$ cat config.mk
export PLATFORM = sky130hd
export DESIGN_NAME = store_buffer
export DESIGN_NICKNAME = d
export VERILOG_FILES = /design/src/rtl/store_buffer.sv
export SDC_FILE = /design/constraint.sdc
export NUM_CORES = 1
export LEC_CHECK = 0
export CORE_MARGIN = 2
export CORE_UTILIZATION = 50
export DETAILED_ROUTE_END_ITERATION = 7
export GPL_TIMING_DRIVEN = 0
export PLACE_DENSITY = 0.8
export SYNTH_ARGS = -nofsm -noshare
export SYNTH_HDL_FRONTEND = slang
export SYNTH_SLANG_ARGS = --single-unit
$ cat constraint.sdc
create_clock -name clk -period 3.1 [get_ports clk]
set_input_delay 0.465 -clock clk [delete_from_list [all_inputs] [get_ports clk]]
set_output_delay 0.465 -clock clk [all_outputs]
set_load 0.03 [all_outputs]
$ cat src/rtl/store_buffer.sv
// Posted-write FIFO between the MEM stage and the data memory's single write port.
// Drains the head store whenever the port is free and flags loads that hit a pending store word.
module store_buffer #(
    parameter int DEPTH = 4,
    parameter int PTR_W = 2
) (
    input  logic             clk,
    input  logic             reset,
    input  logic             in_valid,
    output logic             in_ready,
    input  logic [31:0]      in_addr,
    input  logic [31:0]      in_wdata,
    input  logic [2:0]       in_dmop,
    input  logic [31:0]      in_pc,
    input  logic             port_busy,
    output logic             dm_we,
    output logic [31:0]      dm_addr,
    output logic [31:0]      dm_wdata,
    output logic [2:0]       dm_dmop,
    output logic [31:0]      dm_pc,
    input  logic             ld_valid,
    input  logic [31:0]      ld_addr,
    output logic             ld_hazard,
    output logic [PTR_W:0]   count,
    output logic             empty,
    output logic             full
);

    logic [31:0]      r_addr  [DEPTH];
    logic [31:0]      r_wdata [DEPTH];
    logic [2:0]       r_dmop  [DEPTH];
    logic [31:0]      r_pc    [DEPTH];
    logic [PTR_W-1:0] r_head;
    logic [PTR_W-1:0] r_tail;
    logic [PTR_W:0]   r_count;

    logic             w_push;
    logic             w_pop;
    logic             w_empty;
    logic             w_full;
    logic [DEPTH-1:0] w_hit;

    assign w_empty  = (r_count == '0);
    assign w_full   = (r_count == (PTR_W+1)'(DEPTH));
    assign in_ready = !w_full;
    assign w_push   = in_valid && !w_full && (in_dmop != 3'b000);
    assign w_pop    = !w_empty && !port_busy;

    assign dm_we    = w_pop;
    assign dm_addr  = w_empty ? 32'h0 : r_addr[r_head];
    assign dm_wdata = w_empty ? 32'h0 : r_wdata[r_head];
    assign dm_dmop  = w_empty ? 3'b000 : r_dmop[r_head];
    assign dm_pc    = w_empty ? 32'h0 : r_pc[r_head];

    assign count = r_count;
    assign empty = w_empty;
    assign full  = w_full;

    genvar gi;
    generate
        for (gi = 0; gi < DEPTH; gi++) begin : g_entry
            logic [PTR_W-1:0] w_off;
            logic             w_valid;

            // An entry is live when its distance from head is below the occupancy.
            assign w_off     = PTR_W'(gi) - r_head;
            assign w_valid   = ({1'b0, w_off} < r_count);
            assign w_hit[gi] = w_valid && (r_addr[gi][13:2] == ld_addr[13:2]);

            always_ff @(posedge clk or negedge reset) begin
                if (!reset) begin
                    r_addr[gi]  <= 32'h0;
                    r_wdata[gi] <= 32'h0;
                    r_dmop[gi]  <= 3'b000;
                    r_pc[gi]    <= 32'h0;
                end else if (w_push && (r_tail == PTR_W'(gi))) begin
                    r_addr[gi]  <= in_addr;
                    r_wdata[gi] <= in_wdata;
                    r_dmop[gi]  <= in_dmop;
                    r_pc[gi]    <= in_pc;
                end
            end
        end
    endgenerate

    // The same-cycle push is deliberately excluded; the pipeline orders it ahead of the load.
    assign ld_hazard = ld_valid && (|w_hit);

    always_ff @(posedge clk or negedge reset) begin
        if (!reset) begin
            r_head  <= '0;
            r_tail  <= '0;
            r_count <= '0;
        end else begin
            if (w_push) r_tail <= r_tail + 1'b1;
            if (w_pop)  r_head <= r_head + 1'b1;
            case ({w_push, w_pop})
                2'b10:   r_count <= r_count + 1'b1;
                2'b01:   r_count <= r_count - 1'b1;
                default: r_count <= r_count;
            endcase
        end
    end

endmodule
=== Yosys cells after proc, flatten, opt, wreduce, memory -nomap -nowiden ===
Cells that the tools add are included.

* Memories: 0
* Input bits: 136
* Register bits after elaboration: 403
* Latch bits: 0
* Output and inout port bits: 107
* Memory bits (writable): 0
* Memory bits (read-only): 0
* Logic and storage cells: 80

* Reduce and logical (&&, ||, !) cells: 20
* Muxes and demuxes: 17
* Div/mod/pow operators: 0
* Add/subtract/negate cells: 8
* Magnitude comparators: 5
* Shift-type cells: 0
* Bitwise logic cells: 1
* Multipliers: 0
* Eq/ne operators: 10

{| class="wikitable"
|+ Operators with widths
! operator !! number
|-
| 32-bit two-way mux || 9
|-
| 32-bit binary-select mux with 2-bit select || 3
|-
| 12-bit == test || 4
|-
| 1-bit logical AND || 12
|-
| 2-bit by 3-bit less-than comparator with 1-bit output || 4
|-
| 3-bit two-way mux || 3
|-
| 3-bit binary-select mux with 2-bit select || 1
|-
| 2-bit == test (second input constant) || 3
|-
| 3-bit one-hot mux with 2 select lines || 1
|-
| 2-bit by 1-bit adder with 2-bit output (second input constant) || 2
|-
| 2-bit by 1-bit == test with 1-bit output (second input constant) || 2
|-
| 4-bit OR reduction || 1
|-
| 1-bit by 2-bit subtractor with 2-bit output (first input constant) || 2
|-
| 2-bit subtractor (first input constant) || 2
|-
| 3-bit by 1-bit adder with 3-bit output (second input constant) || 1
|-
| 3-bit == test (second input constant) || 1
|-
| 3-bit >= comparator (second input constant) || 1
|-
| 1-bit logical NOT || 3
|-
| 3-bit logical NOT || 1
|-
| 2-bit inverter with 3-bit output || 1
|-
| 3-bit nonzero test || 1
|-
| 3-bit by 1-bit subtractor with 3-bit output (second input constant) || 1
|-
| 2-bit logical NOT || 1
|-
| 2-bit nonzero test || 1
|}

=== Logic depth before layout (Yosys ltp) ===
* Depth in word-level cells: 6
* Depth in mapped cells: 11
* Mapped depth without buffers: 10

=== Worst setup path after synthesis ===
Ideal clock, no wire load.

* Path type: register -> register
* Start: reg r_count[0], in the netlist count[0]
* End: reg r_count[2], in the netlist count[2]
* Clock period less this slack: 2.631 ns
* Required time: 3.019 ns
* Setup time: 0.081 ns
* Cell stages (with the launch flop): 10
* Slack: 0.469 ns
* Data arrival time: 2.550 ns
* Path buffers: 1
* Path through: dfrtp_1 -> nor3_1 -> clkbuf_1 -> nor2_1 -> ha_1 -> inv_1 -> fa_1 -> xor2_1 -> nor2_1 -> xor2_1

* Elaborated cells on any way between the ends: 13
* Classes of those cells: 2 x add/sub; 3 x eq/ne; 1 x mux; 7 x reduce/logical

{| class="wikitable"
|+ RTL lines
! what !! line !! text
|-
| start: declaration || 35 || <nowiki>logic [PTR_W:0] r_count;</nowiki>
|-
| start signal: assignment || 98 || <nowiki>2'b10: r_count <= r_count + 1'b1;</nowiki>
|-
| start signal: assignment || 99 || <nowiki>2'b01: r_count <= r_count - 1'b1;</nowiki>
|-
| start signal: assignment || 100 || <nowiki>default: r_count <= r_count;</nowiki>
|-
| 3-bit logical NOT * || 43 || <nowiki>assign w_empty = (r_count == '0);</nowiki>
|-
| 1-bit logical NOT * || 47 || <nowiki>assign w_pop = !w_empty && !port_busy;</nowiki>
|-
| 1-bit logical AND * || 47 ||
|-
| net dm_we || 16 || <nowiki>output logic dm_we,</nowiki>
|-
| 2-bit by 1-bit == test with 1-bit output / 2-bit == test (equally long branches) || 97 || <nowiki>case ({w_push, w_pop})</nowiki>
|-
| 3-bit one-hot mux with 2 select lines / 2-bit nonzero test (equally long branches) || -- ||
|}

Mark *: on every way through the listed nets, which the timed path passes. The rest lies on a longest branch.
A chain may end at the register's enable or synchronous reset.

=== Final worst setup path ===
* Start: reg r_head[0]
* End: out dm_wdata[29]

* Word-level cells in the longest chain between the ends: 5

{| class="wikitable"
|+ RTL lines
! what !! line !! text
|-
| start: declaration || 33 || <nowiki>logic [PTR_W-1:0] r_head;</nowiki>
|-
| start signal: assignment || 96 || <nowiki>if (w_pop) r_head <= r_head + 1'b1;</nowiki>
|-
| 2-bit inverter with 3-bit output (not written as such) || 51 || <nowiki>assign dm_wdata = w_empty ? 32'h0 : r_wdata[r_head];</nowiki>
|-
| 32-bit binary-select mux with 2-bit select || 51 ||
|-
| 32-bit two-way mux (not written as such) (2 in series) || 51 ||
|-
| 32-bit two-way mux || 51 ||
|-
| end: declaration || 18 || <nowiki>output logic [31:0] dm_wdata,</nowiki>
|}

Every way passes these cells. The select of a mux whose other input is x is not followed.

==> results.yml <==
status:
  run_status: "finished with violations"
  violations: "setup timing"
critical_path:
  ff2ff_path_depth: 9
  r2r_setup_slack_ns: 0.68
  critPathMaxFanout: 10
  slowest_stage: "mux4_2"
  required_ns: 2.63
  crit_type: "reg2out"
  arrival_ns: 2.69
  slowest_delay_ns: 0.53
  r2r-end: "count[2]$_DFFE_PN0P_"
  path_buf_inv: 4
  cp_cell_sequence: "buf_12 -> buf_4 -> buf_6 -> mux4_2 -> nor2b_1 -> dlygate4sd2_1"
  r2r-start: "count[2]$_DFFE_PN0P_"
  crit_family: "buffers and inverters"
  worstSetupStartpointType: "register"
  end_kind: "output pin"
timing:
  fin_tns_setup_ns: -0.391
  maxSlewHeadroom_pct: 56.5
  hold_viol_final: 0
  worst_pin_slew_ns: 0.653
  period_needed_ns: 3.15
  setup_viol: 23
  fin_crit_sh_pct: 102
  slew_violations: 0
  grt_setup_unrepaired: "yes"
  clock_skew_ns: 0.00976
  max_freq_mhz: 317
  setup_ws_ns: -0.0521
power:
  seqPwrFrac_pct: 31.4
  internal_power_mw: 19.2
  power_frac_clock_pct: 17.9
  pwr_density_cell_nw_per_um2: 1290
  pwr-share-comb_pct: 50.7
  switching_share_pct: 36.6
  p_leak_nw: 10.1
  vdd_drop_max_uv: 767
  power.switching_mw: 11.1
drt:
  drcViolationCount: 0
  vias: 11033
  wl_per_cell_um: 21.6
  first_pass_iters: 4
  viasPerCell: 5.48
  drt-total-wl_um: 43500
  antenna_left: 0
  drt_iter0_markers: 466
finish:
  fillCellCount: 2853
  final_nets: 1611
  layout-drive-gt1-share_pct: 44.7
  final_cell_mix: "402 x dfrtp_1, 356 x mux2_2, 147 x clkdlybuf4s50_1"
  fin_area_sq_um: 23400
  utilization_pct: 62.5
  fin_cells: 2013
  area_delta_synth_final_pct: 23.7
  final_common_cell: "dfrtp_1"
grt:
  grt_max_degree: 128
  antenna_found_initial: 2
  overflow: 0
  grt_pass1_vias: 12017
  grt_first_pass_wirelength_um: 68300
  grt.total_usage_pct: 22.8
run:
  cap_violations: 0
cts:
  numClockSinks: 403
  clkLatencyLatePin_ns: 0.55
  clk_path_buf_depth: 3
  cts_tree: "built"
  root_buffer: "clkbuf_16"
  htreeDepth: 2
  cts-buffers-inserted: 45
  clkTransAtPathRegs_ns: 0.06
floorplan:
  die_w_um: 198
  ios: 243
  initial_core_util_pct: 50.5
  rows: 71
  core_area_sq_um: 37400
  die_h_um: 198
  dieArea_sq_um: 39300
yosys:
  synth_area_sq_um: 18900
  synthCells: 1197
  synth_edf_count: 0
  ys.flop_type: "dfrtp_1"
  synth_seq_cells: 403
  synth_warnings: 0
  synth_fp_nets: 1343
  yosysUniqueCellTypes: 27
  seq_area_frac_synth_pct: 53.4
  ys_async_sr_fraction_pct: 100
  avgSynthCellArea_sq_um: 15.8
place:
  place_congestion: 0.850
  portBuffers: 213
  dp_slack_ns: -0.678
  place_hpwl_um: 29500
  dp_cells: 1924
  placed_area_sq_um: 21700
hold_path:
  hp-class: "in2async"
[area by class of cell]
class	instances	area (sq um)	area share, %
diodes	1	2.50	0.0107
plain buffers	83	572	2.45
flip-flops and latches	403	10100	43.2
clock buffers	71	1380	5.89
multi-input cells	701	8360	35.8
well taps	511	639	2.74
inverters	9	33.8	0.145
clock inverters	12	145	0.621
repair buffers	222	2160	9.24
[worst max path at each step]
stage                     startpoint                      end  slack (ns)  cells past startpoint
4_1_cts        r_head[0]$_DFFE_PN0P_                ld_hazard       -0.21                     10
2_1_floorplan   count[0]$_DFFE_PN0P_     count[2]$_DFFE_PN0P_        0.47                      9
3_5_place_dp   r_head[0]$_DFFE_PN0P_                ld_hazard       -0.68                     11
6_report       r_head[0]$_DFFE_PN0P_             dm_wdata[29]       -0.05                      6
5_1_grt        r_head[0]$_DFFE_PN0P_                 dm_pc[2]       -0.14                      6
3_3_place_gp                   reset  r_wdata[80]$_DFFE_PN0P_      -15.57                      1
[per-layer routing]
layer / wire length, um / GRT usage (%) / up-vias
met3: 2050 / 4.07 / 62
met2: 21300 / 37.5 / 253
li1: - / - / 4901
met5: 27 / 0 / -
met1: 19200 / 31.5 / 5813
met4: 883 / 5.76 / 4
[logic make-up (layout without fill, tap and decap cells)]
family	after synthesis	in the layout	synth area share, %
compound gates	11	11	0.351
xor+xnor	55	55	2.55
fa+ha+maj	10	10	0.702
buf+inv	93	397	2.49
flops	403	403	53.4
mux	495	495	36.2
other cells	0	1	0
simple gates	130	130	4.30
[power by group through the flow]
stage	registers [mW]	clock network (mW)	logic (mW)
2_1_floorplan	9.02	0	10.9
3_3_place_gp	9.34	0	15.6
3_5_place_dp	9.49	0	15.8
4_1_cts	9.44	5.54	15.4
5_1_grt	9.78	5.77	16.3
6_report	9.48	5.41	15.3
[metrics by stage]
step / hold WS (ns) / power (mW)
finish: 0.395 / 30.2
floorplan: 0.169 / 20.0
detailed placement: 0.367 / 25.3
global placement: 0.481 / 24.9
CTS: 0.390 / 30.4
global route: 0.410 / 31.9
[cell usage after synthesis, types with 4 or more instances]
| library cell | count | area (sq um) |
|---|---|---|
| a21oi_1 | 4 | 20.0 |
| buf_2 | 43 | 215 |
| buf_6 | 9 | 101 |
| clkbuf_1 | 31 | 116 |
| dfrtp_1 | 403 | 10100 |
| ha_1 | 9 | 113 |
| inv_1 | 8 | 30.0 |
| mux2_2 | 356 | 4010 |
| mux2_4 | 40 | 601 |
| mux4_2 | 99 | 2230 |
| nand2_1 | 4 | 15.0 |
| nand2_4 | 4 | 45.0 |
| nand4_1 | 9 | 56.3 |
| nor2_1 | 4 | 15.0 |
| nor2b_1 | 99 | 619 |
| nor3_1 | 4 | 20.0 |
| nor4_1 | 4 | 25.0 |
| o21ai_0 | 5 | 25.0 |
| xnor2_1 | 40 | 350 |
| xor2_1 | 15 | 131 |
[timing repair]
item,CTS,global route
hold endpoints to repair,37,0
pin swaps,0,2
hold buffers,1,0
resized for setup,105,69
setup buffers,0,5
setup endpoints to repair,101,55
[flip-flops by register name, summed over array words and instances (netlist names)]
signal,cells
r_addr,128
r_pc,128
r_wdata,128
r_dmop,12
count,3
r_head,2
r_tail,2
Note: power is estimated with default switching activity, not from simulation.
